<file path="config.mk">
export PLATFORM = sky130hd
export DESIGN_NAME = xnor_serial_compare_ctrl
export DESIGN_NICKNAME = d
export VERILOG_FILES = /design/src/rtl/xnor_serial_compare_ctrl_pkg.sv /design/src/rtl/xnor_serial_compare_ctrl_xnor_logic.sv /design/src/rtl/xnor_serial_compare_ctrl.sv
export SDC_FILE = /design/constraint.sdc
export NUM_CORES = 1
export LEC_CHECK = 0
export ABC_CLOCK_PERIOD_IN_PS = 1900
export CAP_MARGIN = 40
export CORE_MARGIN = 1
export CORE_UTILIZATION = 45
export CTS_CLUSTER_DIAMETER = 30
export DETAILED_ROUTE_END_ITERATION = 10
export PLACE_DENSITY = 0.81
export SYNTH_ARGS = -nofsm -noshare
export SYNTH_HDL_FRONTEND = slang
export SYNTH_HIERARCHICAL = 1
export SYNTH_SLANG_ARGS = --single-unit
</file>
<file path="constraint.sdc">
create_clock -name clk -period 1.9 [get_ports clk]
set_input_delay 0.38 -clock clk [delete_from_list [all_inputs] [get_ports clk]]
set_output_delay 0.38 -clock clk [all_outputs]
set_load 0.005 [all_outputs]
</file>
<file path="src/rtl/xnor_serial_compare_ctrl_pkg.sv">
// Shared definitions for the bit-serial XNOR compare controller:
// FSM state encoding and the match-count width derivation.
package xnor_serial_compare_ctrl_pkg;

  typedef enum logic [1:0] {
    IDLE  = 2'd0,
    SHIFT = 2'd1,
    DONE  = 2'd2
  } state_t;

  // Bits needed to hold a count of 0..width inclusive (width itself must fit).
  function automatic int calc_cnt_w(input int width);
    return $clog2(width + 1);
  endfunction

endpackage

</file>
<file path="src/rtl/xnor_serial_compare_ctrl_xnor_logic.sv">
// Single-bit XNOR logic cell: c = ~(a ^ b). This is the one shared datapath
// element that the compare controller sequences over every operand bit.
module xnor_logic (
  input  logic a,
  input  logic b,
  output logic c
);

  assign c = ~(a ^ b);

endmodule

</file>
<file path="src/rtl/xnor_serial_compare_ctrl.sv">
// Bit-serial equality / match-count controller. Latches two operands on an
// accepted start, walks them LSB first through one shared XNOR cell, counts
// matching positions and raises a one-cycle done with equal/match_cnt.
// Optional macro XNOR_EARLY_EXIT_EN: stop at the first mismatching bit.
module xnor_serial_compare_ctrl
  import xnor_serial_compare_ctrl_pkg::*;
#(
  parameter int WIDTH = 8,
  parameter int CNT_W = calc_cnt_w(WIDTH)
) (
  input  logic             clk,
  input  logic             rst_n,
  input  logic             start,
  input  logic [WIDTH-1:0] op_a,
  input  logic [WIDTH-1:0] op_b,
  output logic             busy,
  output logic             done,
  output logic             equal,
  output logic [CNT_W-1:0] match_cnt
);

  localparam int IDX_W = (WIDTH > 1) ? $clog2(WIDTH) : 1;
  localparam logic [IDX_W-1:0] LAST_IDX = IDX_W'(WIDTH - 1);
  localparam logic [CNT_W-1:0] FULL_CNT = CNT_W'(WIDTH);

  state_t           state, state_nxt;
  logic [WIDTH-1:0] sh_a, sh_b;
  logic [IDX_W-1:0] bit_idx;
  logic             bit_match;
  logic [CNT_W-1:0] cnt_nxt;

  // Shared cell always looks at the current LSBs of the shift registers.
  xnor_logic u_xnor (
    .a (sh_a[0]),
    .b (sh_b[0]),
    .c (bit_match)
  );

  assign cnt_nxt = bit_match ? match_cnt + CNT_W'(1) : match_cnt;
  assign busy    = (state != IDLE);
  assign done    = (state == DONE);

  // State register.
  always_ff @(posedge clk or negedge rst_n) begin
    if (!rst_n) state <= IDLE;
    else        state <= state_nxt;
  end

  // Next-state: one SHIFT per bit, a single DONE cycle, then back to IDLE.
  always_comb begin
    state_nxt = state;
    case (state)
      IDLE:  if (start) state_nxt = SHIFT;
      SHIFT: begin
        if (bit_idx == LAST_IDX) state_nxt = DONE;
`ifdef XNOR_EARLY_EXIT_EN
        if (!bit_match) state_nxt = DONE;
`endif
      end
      DONE:  state_nxt = IDLE;
      default: state_nxt = IDLE;
    endcase
  end

  // Operand capture, shifting and counting; results hold until the next start.
  always_ff @(posedge clk or negedge rst_n) begin
    if (!rst_n) begin
      sh_a      <= '0;
      sh_b      <= '0;
      bit_idx   <= '0;
      match_cnt <= '0;
      equal     <= 1'b0;
    end else begin
      case (state)
        IDLE: if (start) begin
          sh_a      <= op_a;
          sh_b      <= op_b;
          bit_idx   <= '0;
          match_cnt <= '0;
          equal     <= 1'b0;
        end
        SHIFT: begin
          sh_a      <= sh_a >> 1;
          sh_b      <= sh_b >> 1;
          bit_idx   <= bit_idx + IDX_W'(1);
          match_cnt <= cnt_nxt;
          // Resolve equal on the way into DONE so it is valid alongside done.
          if (state_nxt == DONE) equal <= (cnt_nxt == FULL_CNT);
        end
        default: ;
      endcase
    end
  end

endmodule
</file>
==> metrics list <==
- The placed instances occupy a cell area of 0.00158 sq mm.
- Sequential fraction of the synthesis area: 50.0%
- Setup repair after global routing left no endpoint under its margin.
- The detailed router placed 978 vias in this run.
- Port buffering added 25 buffers.
- The clock drives 26 sinks.
- The routed design has 2.45 mm of wire.
* Post-CTS clock slew at the launch and capture registers of the worst setup and hold paths: 0.14 ns
- Floorplan row count: 19
- Min Tclk post-route: 1.77 ns
- Maximum level of the CTS H-tree: 1
* Remaining antenna violation count: 0
- Number of top-level design ports: 26
* Mean post-synth cell area: 10.2 sq um
- Summing all non-filler instances in the final layout gives an area of 0.00162 sq mm.
* Max cap viols: 0
- Buffers inserted during clock tree synthesis total 3.
* Area added between synthesis and finish: 24.4%
- Post-DP HPWL: 1.78 mm
- For the worst flop-to-flop path, the logic depth is 5.
- For the worst setup path, the data required time is 1.52 ns.
- Post-Syn Nets: 149
* Period utilisation layout: 93.4%
* Largest net degree at the start of global routing: 35
- Summed over all failing endpoints, the final setup total negative slack is 0 ns.
* Highest attainable clock frequency: 564 MHz
* Commonest non-fill, non-tap cell in the layout: nand2_1
* Kind of start point of the critical path: flip-flop
- Chip Width: 55.8 microns
* Final Skew: 0.00723 ns
* Length of the first detailed-routing pass in iterations: 4
* VDD IR-drop max: 1.24 mV
* Detailed router's first-iteration violation count: 16
* Gate count after technology mapping: 127
- The die covers 0.00311 sq mm.
- Area of the mapped netlist: 0.00130 sq mm
* Pwr/cell area: 1400 mW/mm^2
- DRC viols: 0
- The design draws 2.27 mW.
* Number of pins exceeding their max-slew limit in the final report: 0
* Initial Util: 47.2%
- Outcome: finished, final reports clean
- After the flow finishes, the layout carries non-filler instances totaling 184.
- TritonCTS built the clock tree.
- In this run the static leakage power is 0.691 nW.
- Leaving out fill and tap cells, the most frequent cells in the layout are nand2_1 (29), dfrtp_1 (24), clkdlybuf4s50_1 (24).
- Hold Slack: 0.400 ns
* Max Fanout on Critical Path: 6
- Fraction of final layout cells sized beyond drive strength 1: 9.80%
* Vert. Die Dim: 55.8 microns
* Number of setup violations in the final report: 0
* Worst max-slew margin expressed relative to the limit: 75.3%
- Data arrives at the worst endpoint at 1.39 ns.
- Post-layout nets: 177
* Warning count from the yosys run: 6
- In the routed layout, each cell is associated on average with a via count of 5.32.
* Number of antenna violations at the first check in global routing: 0
- The synthesized design contains 26 register bits.
* CTS Root Buffer Type: clkbuf_4
- Crit. End Element: primary output
* Number of placed instances, taps included: 180
- Total congestion overflow after global routing: 0
* Max clock buf depth: 2
- For this run, the total global-route usage over all layers was measured as 16.3%.
- The via count of the first global-routing pass is 954.
* First-pass GRT wire length: 3.95 mm
- Antenna fix cells: 0
- Crit Path Class: reg -> out
- Number of distinct standard cells referenced by the synthesized netlist: 28
- The tightest min-delay check is of the in -> async type.
* Post-DR wirelength/cell: 13.3 microns
* Source-to-sink clock delay at the later pin of the worst-skew pair: 0.32 ns
- Layout fillers: 264
- The region available for standard cell placement spans 0.00276 sq mm.
- At the end of routability-driven placement, the weighted congestion stood at 0.741.
* Actual transition at the worst max-transition pin: 0.370 ns
- The count of final hold-check violations came to 0.
==> area by class of cell <==
| type | instances | area [sq um] | area share [%] |
|---|---|---|---|
| Clock buffer | 3 | 22.5 | 1.39 |
| Sequential cell | 26 | 653 | 40.3 |
| Inverter | 1 | 3.75 | 0.232 |
| Timing Repair Buffer | 31 | 323 | 19.9 |
| Multi-Input combinational cell | 92 | 578 | 35.7 |
| Tap cell | 31 | 38.8 | 2.40 |
==> worst max-delay path, cell delays in order (launching register included) <==
cell	delay, ns
dfrtp_2	0.46
nor2b_1	0.12
clkdlybuf4s50_1	0.50
==> where the power goes <==
| part | total (mW) | switching (mW) | internal, mW | leakage (nW) |
|---|---|---|---|---|
| Combinational | 1.12 | 0.589 | 0.529 | 0.341 |
| Clock | 0.231 | 0.157 | 0.0742 | 0.0138 |
| Sequential | 0.918 | 0.154 | 0.764 | 0.336 |
| Total | 2.27 | 0.900 | 1.37 | 0.691 |
==> path summary, 6_finish.rpt <==
path | end | start | slack, ns
setup / recovery | done | state[0] | 0.13
hold / removal | match_cnt[2] | rst_n | 0.40
setup reg to reg | equal | state[1] | 0.45
hold reg to reg | sh_b[5] | sh_b[6] | 0.51
max in group asynchronous | state[0] | rst_n | 1.22
min in group clk | sh_b[5] | sh_b[6] | 0.51
==> through the flow <==
step | setup slack [ns] | util, %
floorplan | 0.583 | -
global placement | 0.163 | 57.4
detailed placement | 0.113 | 57.4
CTS | 0.00992 | 58.6
global route | 0.0745 | 58.7
finish | 0.126 | 58.7
==> synthesized netlist by cell type, drive strengths merged <==
| cell | instances | area share, % |
|---|---|---|
| nand3 | 1 | 0.38 |
| nand2b | 1 | 0.48 |
| inv | 1 | 0.29 |
| nor2 | 1 | 1.5 |
| mux2i | 15 | 12 |
| xnor2 | 2 | 1.3 |
| nand2 | 29 | 8.4 |
| o22ai | 1 | 0.48 |
| o31ai | 1 | 0.58 |
| o21ai | 24 | 9.5 |
| nor2b | 2 | 0.96 |
| a21oi | 1 | 0.38 |
| ha | 3 | 2.9 |
| clkbuf | 1 | 0.38 |
| dfrtp | 26 | 50 |
| buf | 7 | 5.1 |
| nand4 | 1 | 0.48 |
| nor3 | 3 | 1.2 |
| nor4 | 2 | 0.96 |
| or2 | 1 | 0.67 |
| o21bai | 2 | 1.2 |
| a21o | 1 | 0.58 |
| a32o | 1 | 0.77 |
==> flip-flops by register name, summed over array words and instances (netlist names) <==
signal / count
bit_idx: 3
equal: 1
match_cnt: 4
sh_a: 8
sh_b: 8
state: 2
==> logic make-up after synthesis <==
family / synth area share [%]
buffers and inverters: 5.77
muxes: 11.5
xor gates and xnor gates: 1.35
AOI/OAI and AO/OA: 13.5
adders and majority gates: 2.88
DFF: 50.0
and+or+nand+nor: 15.0
==> what timing repair did <==
item | in CTS | in global routing
resized for setup | 1 | 2
hold buffers | 0 | 0
setup endpoints to repair | 1 | 1
buffers inserted | 1 | 0
==> routing by layer <==
metal	wire (microns)	global-route usage, %
met1	1150	18.6
met2	1170	28.7
met3	98	2.33
met4	44	10.0
met5	0	0
Power figures use the tool's default switching activity.
